--- src/rtl/resonator_ddc_sdiv_34s_16s_18s_seq.sv ---
// Sequential signed divider, 34s / 16s -> 18s quotient plus 16s remainder.
// Radix-2 restoring divide on operand magnitudes, one quotient bit per enabled
// cycle. The quotient saturates on overflow and on a zero divisor.
//
// state | meaning
// IDLE  | ready for operands, din_ready=1
// CALC  | 34 shift/subtract iterations, cnt counts down 33..0
// FIX   | apply signs, saturate, register the result
// DONE  | result held on dout until the downstream accepts it
module resonator_ddc_sdiv_34s_16s_18s_seq #(
    parameter int ID         = 1,
    parameter int din0_WIDTH = 34,
    parameter int din1_WIDTH = 16,
    parameter int dout_WIDTH = 18
) (
    input  logic                  clk,
    input  logic                  reset,
    input  logic                  ce,
    input  logic                  din_valid,
    output logic                  din_ready,
    input  logic [din0_WIDTH-1:0] din0,
    input  logic [din1_WIDTH-1:0] din1,
    output logic                  dout_valid,
    input  logic                  dout_ready,
    output logic [dout_WIDTH-1:0] dout,
    output logic [din1_WIDTH-1:0] dout_rem,
    output logic                  dout_ovf
);

    // The datapath below is written for the fixed 34/16/18 geometry only.
    if (din0_WIDTH != 34 || din1_WIDTH != 16 || dout_WIDTH != 18 || ID < 0) begin : g_bad_cfg
        $error("resonator_ddc_sdiv_34s_16s_18s_seq: unsupported parameter set");
    end

    typedef enum logic [1:0] {IDLE, CALC, FIX, DONE} state_t;

    state_t      state;
    state_t      state_nxt;
    logic        sign_a;
    logic        sign_b;
    logic [33:0] dvd;      // dividend bits shift out at the top, quotient bits shift in at the bottom
    logic [15:0] dvs;
    logic [16:0] rem;      // partial remainder, always < |divisor| <= 32768 between steps
    logic [5:0]  cnt;

    logic        in_xfer;
    logic        out_xfer;
    logic [17:0] diff;
    logic        q_bit;
    logic        neg;
    logic        pos_ovf;
    logic        neg_ovf;
    logic [33:0] a_mag;
    logic [15:0] b_mag;

    assign din_ready = (state == IDLE);
    assign in_xfer   = ce & din_valid & din_ready;
    assign out_xfer  = ce & dout_valid & dout_ready;

    assign a_mag = din0[33] ? 34'(-din0) : din0;
    assign b_mag = din1[15] ? 16'(-din1) : din1;

    // Shifted remainder minus divisor; bit 17 is the borrow, so no borrow means the quotient bit is 1.
    assign diff  = {rem, dvd[33]} - {2'b00, dvs};
    assign q_bit = ~diff[17];

    // A zero quotient carries no sign; -131072 is the one negative magnitude beyond +131071 that fits.
    assign neg     = (sign_a ^ sign_b) & (|dvd);
    assign pos_ovf = ~neg & (dvd > 34'd131071);
    assign neg_ovf =  neg & (dvd > 34'd131072);

    // State register; reset wins over ce, ce=0 freezes the FSM.
    always_ff @(posedge clk) begin
        if (reset) begin
            state <= IDLE;
        end else if (ce) begin
            state <= state_nxt;
        end
    end

    // Next-state logic.
    always_comb begin
        state_nxt = state;
        case (state)
            IDLE: if (din_valid)  state_nxt = CALC;
            CALC: if (cnt == 6'd0) state_nxt = FIX;
            FIX:                  state_nxt = DONE;
            DONE: if (dout_ready) state_nxt = IDLE;
            default:              state_nxt = IDLE;
        endcase
    end

    // Operand capture, iterative divide, result formatting and output hold.
    always_ff @(posedge clk) begin
        if (reset) begin
            sign_a     <= 1'b0;
            sign_b     <= 1'b0;
            dvd        <= '0;
            dvs        <= '0;
            rem        <= '0;
            cnt        <= '0;
            dout_valid <= 1'b0;
            dout       <= '0;
            dout_rem   <= '0;
            dout_ovf   <= 1'b0;
        end else if (ce) begin
            case (state)
                IDLE: begin
                    if (in_xfer) begin
                        sign_a <= din0[33];
                        sign_b <= din1[15];
                        dvd    <= a_mag;
                        dvs    <= b_mag;
                        rem    <= '0;
                        cnt    <= 6'd33;
                    end
                end
                CALC: begin
                    rem <= q_bit ? diff[16:0] : {rem[15:0], dvd[33]};
                    dvd <= {dvd[32:0], q_bit};
                    cnt <= cnt - 6'd1;
                end
                FIX: begin
                    dout_valid <= 1'b1;
                    if (dvs == 16'd0) begin
                        dout     <= sign_a ? 18'h20000 : 18'h1FFFF;
                        dout_rem <= '0;
                        dout_ovf <= 1'b1;
                    end else if (pos_ovf) begin
                        dout     <= 18'h1FFFF;
                        dout_rem <= '0;
                        dout_ovf <= 1'b1;
                    end else if (neg_ovf) begin
                        dout     <= 18'h20000;
                        dout_rem <= '0;
                        dout_ovf <= 1'b1;
                    end else begin
                        dout     <= neg ? 18'(-dvd[17:0]) : dvd[17:0];
                        dout_rem <= sign_a ? 16'(-rem[15:0]) : rem[15:0];
                        dout_ovf <= 1'b0;
                    end
                end
                DONE: begin
                    if (out_xfer) dout_valid <= 1'b0;
                end
                default: ;
            endcase
        end
    end

endmodule
--- config.mk ---
export PLATFORM = sky130hd
export DESIGN_NAME = resonator_ddc_sdiv_34s_16s_18s_seq
export DESIGN_NICKNAME = d
export VERILOG_FILES = /design/src/rtl/resonator_ddc_sdiv_34s_16s_18s_seq.sv
export SDC_FILE = /design/constraint.sdc
export NUM_CORES = 1
export LEC_CHECK = 0
export ABC_AREA = 1
export CAP_MARGIN = 30
export CORE_ASPECT_RATIO = 1.4
export CORE_MARGIN = 2
export CORE_UTILIZATION = 40
export CTS_CLUSTER_SIZE = 28
export DETAILED_ROUTE_END_ITERATION = 6
export DONT_BUFFER_PORTS = 1
export REMOVE_ABC_BUFFERS = 1
export SYNTH_ARGS = -nofsm -noshare
export SYNTH_HDL_FRONTEND = slang
export SYNTH_SLANG_ARGS = --single-unit
--- constraint.sdc ---
create_clock -name clk -period 5.22 [get_ports clk]
set_clock_uncertainty 0.1 [all_clocks]
set_input_delay 1.566 -clock clk [delete_from_list [all_inputs] [get_ports clk]]
set_output_delay 1.566 -clock clk [all_outputs]
set_load 0.02 [all_outputs]
# Yosys cells after proc, flatten, opt, wreduce, memory -nomap -nowiden
# Index checks and enable logic that the tools add are counted.
totals:
  ff_bits: 113
  output_inout_bits: 37
  elab_cells: 75
  input_bits: 55
op_classes:
  bitwise: 10
  n_mux: 27
  magnitude_cmp: 2
  reduce_logical: 11
  eq_ne: 8
  add_sub_neg: 6
op_table:
  columns: ["op", "n"]
  rows:
  - ["$mux 18", 5]
  - ["$mux 16", 5]
  - ["$mux 34", 2]
  - ["$pmux 34 s2", 1]
  - ["$gt 34x17->1 const B", 1]
  - ["$gt 34x18->1 const B", 1]
  - ["$mux 17", 2]
  - ["$neg 34->34", 1]
  - ["$pmux 17 s2", 1]
  - ["$reduce_or 34->1", 1]
  - ["$neg 16->16", 2]
  - ["$neg 18->18", 1]
  - ["$sub 18x16->18", 1]
  - ["$logic_not 16->1", 1]
  - ["$pmux 6 s2", 1]
  - ["$reduce_and 3->1", 3]
  - ["$ne 2x2->1 const B", 4]
  - ["$pmux 2 s4", 1]
  - ["$and 1x1->1", 7]
  - ["$logic_not 6->1", 1]
  - ["$mux 2", 3]
  - ["$mux 6", 1]
  - ["$sub 6x1->6 const B", 1]
  - ["$eq 2x2->1 const B", 2]
  - ["other kinds (10)", 15]

# Longest topological paths before layout
logic_depth:
  depth_word: 6
  depth_mapped: 16
  ltp_nobuf: 15

# Least setup slack after synthesis
# OpenSTA, ideal clock, no wires.
synth_path:
  kind: "input-to-reg"
  start: "input port din0[1]"
  end: "register dvd[18]"
  required_ns: 5.011
  n_path_buf: 0
  cell_stages: 12
  t_arrival_ns: 2.907
  setup_ns: 0.109
  setup_slack_ns: 2.105
  cell_sequence: "inv_1 > ha_1 > nand3_2 > nor2_1 > nand2_1 > o21ai_1 > o21ai_0 > or2_0 > nand3_1 > nand3_1 > nand2_1 > inv_1"
synth_via:
  elab_chain_cells: 4
synth_lines:
  columns: ["element", "line_no", "rtl"]
  rows:
  - ["start, declared", "21", "input logic [din0_WIDTH-1:0] din0,"]
  - ["$neg 34->34", "60", "assign a_mag = din0[33] ? 34'(-din0) : din0;"]
  - ["$mux 34", "60", null]
  - ["$mux 34", "109", "if (in_xfer) begin"]
  - ["$pmux 34 s2", "107", "case (state)"]
  - ["end signal, assigned", "112", "dvd <= a_mag;"]
  - ["end signal, assigned", "120", "dvd <= {dvd[32:0], q_bit};"]
  - ["end, declared", "41", "logic [33:0] dvd;"]
# No other way between the ends. The select of a mux whose other input is x is not followed.
# A chain may end at the register's enable or synchronous reset.

# Final worst setup path
layout_path:
  start: "input port ce"
  end: "register dout[10]"
layout_via:
  elab_chain_cells: 1
layout_lines:
  columns: ["element", "line_no", "rtl"]
  rows:
  - ["start, declared", "18", "input logic ce,"]
  - ["$reduce_and 2->1 (no line)", null, null]
  - ["end signal, assigned", "126", "dout <= sign_a ? 18'h20000 : 18'h1FFFF;"]
  - ["end signal, assigned", "138", "dout <= neg ? 18'(-dvd[17:0]) : dvd[17:0];"]
  - ["end, declared", "25", "output logic [dout_WIDTH-1:0] dout,"]
# No other way between the ends.

==> results.sh <==
export IMPL_place_ws_ns=1.55
export IMPL_dieArea_mm2=0.0217
export IMPL_use_met1_pct=24.2
export IMPL_clockBufferDepth=2
export IMPL_drc=0
export IMPL_first_pass_iters=5
export IMPL_synthCells=1333
export IMPL_cts_max_level=4
export IMPL_worstPathArrival_ns=3.46
export IMPL_yosysUniqueCellTypes=47
export IMPL_grt_antenna_before_repair=0
export IMPL_setup_tns_ns=0
export IMPL_gr_total_overflow=0
export IMPL_globalRouteMet2Util_pct=42.2
export IMPL_port_buffers=0
export IMPL_final_hold_viol_count=0
export IMPL_ant_nets=0
export IMPL_grt_pass1_vias=7959
export IMPL_ff_latch_area_mm2=0.00226
export IMPL_fill_cells=2244
export IMPL_layout_min_cycle_time_ns=3.20
export IMPL_startpoint_type="input pin"
export IMPL_start_util_pct=40.4
export IMPL_status="finished, final reports clean"
export IMPL_wirelength_um=23900
export IMPL_cts_sinks=113
export IMPL_drive_gt1_share_pct=7.12
export IMPL_ir_drop_mv=0.261
export IMPL_rsz0062_at_grt="false"
export IMPL_fmax_mhz=312
export IMPL_nets=1390
export IMPL_numCtsBuffers=17
export IMPL_area_growth_syn_to_layout_pct=9.21
export IMPL_rrSetupSlack_ns=2.09
export IMPL_path_max_fanout=25
export IMPL_ys_seq_area_share_pct=27.5
export IMPL_coreArea_mm2=0.0203
export IMPL_worstSetupPathType="input pin to register"
export IMPL_hold_buffers=0
export IMPL_post_drt_wl_per_cell_um=15.2
export IMPL_grt_max_degree=78
export IMPL_worst_slew_pin_slew_ns=0.985
export IMPL_holdWs_ns=0.357
export IMPL_cts_root_buf="clkbuf_16"
export IMPL_die_w_um=125
export IMPL_post_cts_setup_buffer_count=0
export IMPL_cp_required_ns=5.47
export IMPL_endpoint_kind="register"
export IMPL_cts_tree="yes"
export IMPL_period_share_pct=61.4
export IMPL_drt_iter0_markers=548
export IMPL_yosysWarnings=0
export IMPL_ys_ff_latch=113
export IMPL_multi_input_area_mm2=0.00507
export IMPL_cts_resized=0
export IMPL_avgSynthCellArea_um2=6.16
export IMPL_netlist_area_mm2=0.00822
export IMPL_place_hpwl_um=17900
export IMPL_leakage_nw=4.22
export IMPL_setup_viol=0
export IMPL_worstSkewPairLatency_ns=0.43
export IMPL_use_met3_pct=3.64
export IMPL_fin_ws_ns=2.02
export IMPL_clk_pin_slew_ns=0.06
export IMPL_fin_util_pct=44.1
export IMPL_p_per_area_mw_per_mm2=374
export IMPL_grt_pass1_wl_um=39500
export IMPL_die_h_um=174
export IMPL_slew_violations=0
export IMPL_vias_per_cell=5.23
export IMPL_maxCapViolCount=0
export IMPL_gp_congestion=0.915
export IMPL_n_antenna_cell=0
export IMPL_grt_usage_pct=22.3
export IMPL_rows=62
export IMPL_pin_count=92
export IMPL_vias=8246
export IMPL_relSlewSlack_pct=34.2
export IMPL_busiest_layer="met2"
export IMPL_hold_path_class="register to register"
==> synth_stat cells (all sizes together) <==
library cell,number,area share [%]
a211oi,1,0.091
a21o,1,0.091
a21oi,108,7.0
a31oi,16,1.2
and2,3,0.23
buf,10,0.97
clkbuf,38,1.7
clkinv,2,0.11
dfxtp,113,28
fa,1,0.24
ha,26,4.0
inv,173,7.9
nand2,363,17
nand3,126,7.9
nand3b,6,0.55
nand4,13,0.99
nor2,132,6.7
nor3,21,1.4
nor3b,1,0.091
nor4,4,0.30
o211ai,12,1.1
o21a,2,0.18
o21ai,94,5.8
o21bai,6,0.55
o221ai,2,0.21
o22ai,4,0.30
o31ai,3,0.27
or2,9,0.69
xnor2,8,0.85
xor2,35,3.7
==> cell usage in the layout, fill, tap and decap left out, types with 6 or more instances in the layout <==
master,n
nand2_1,343
inv_1,165
nor2_1,124
nand3_1,123
dfxtp_1,113
a21oi_1,98
o21ai_0,90
xor2_1,35
ha_1,26
nor3_1,20
nand2_2,18
clkbuf_16,17
a31oi_1,16
nand4_1,13
o211ai_1,12
a21oi_2,10
xnor2_1,8
inv_2,8
or2_2,6
nand3b_1,6
o21bai_1,6
==> cells by family (layout without fill, tap and decap cells) <==
logic type	Yosys count	count (layout)	synth area share [%]
simple gates	678	678	36.1
compound gates	249	249	16.8
buf+inv	223	211	10.7
flops	113	113	27.5
xor+xnor	43	43	4.58
fa+ha+maj	27	27	4.20
==> critical path: stages <==
cell and delay, ns:
nand2_1 0.69, inv_1 0.43, nand2_1 0.41, o21ai_0 0.15, a31oi_1 0.18
==> registers in the layout (all words and copies together) (netlist names) <==
name	flops
dout_rem	16
sign_a	1
dout_ovf	1
dout_valid	1
state	2
cnt	6
sign_b	1
dvd	34
dvs	16
rem	17
dout	18
==> through the flow <==
stage                     instances  total power, mW  cell area [um^2]
after global placement         1544             2.15              8340
after CTS                      1577             3.38              8970
after detailed placement       1545             2.16              8360
after global routing           1577             3.59              8970
after floorplan                1285             1.89              7990
final                          1577             3.36              8970
==> path summary, 6_finish.rpt <==
path,depth (start not counted),end,from
min reg2reg,2,dvs[15],dvs[15]
min,2,dvs[15],dvs[15]
max reg2reg,11,cnt[5],state[1]
max,5,dout[10],ce
==> final cells by class <==
type | instances | share of cell area, %
multi-input cells | 997 | 56.5
flip-flops and latches | 113 | 25.2
inverters | 175 | 7.34
clock buffers | 17 | 4.74
well taps | 256 | 3.57
clock inverters | 15 | 2.05
repair buffers | 4 | 0.558
==> report_power, final <==
part / leakage, nW / internal [mW] / total (mW) / switching (mW)
Combinational: 3.01 / 0.358 / 1.08 / 0.719
Sequential: 0.922 / 0.955 / 1.07 / 0.111
Clock: 0.290 / 0.754 / 1.22 / 0.461
==> routing by layer <==
layer / vias up / routed length, um / part of all wire [%]
met5: - / 0 / 0
met4: 0 / 815 / 3.4
met3: 45 / 813 / 3.4
met2: 159 / 12800 / 53
met1: 3769 / 9520 / 40
li1: 4273 / - / -
Note: power is estimated with default switching activity, not from simulation.
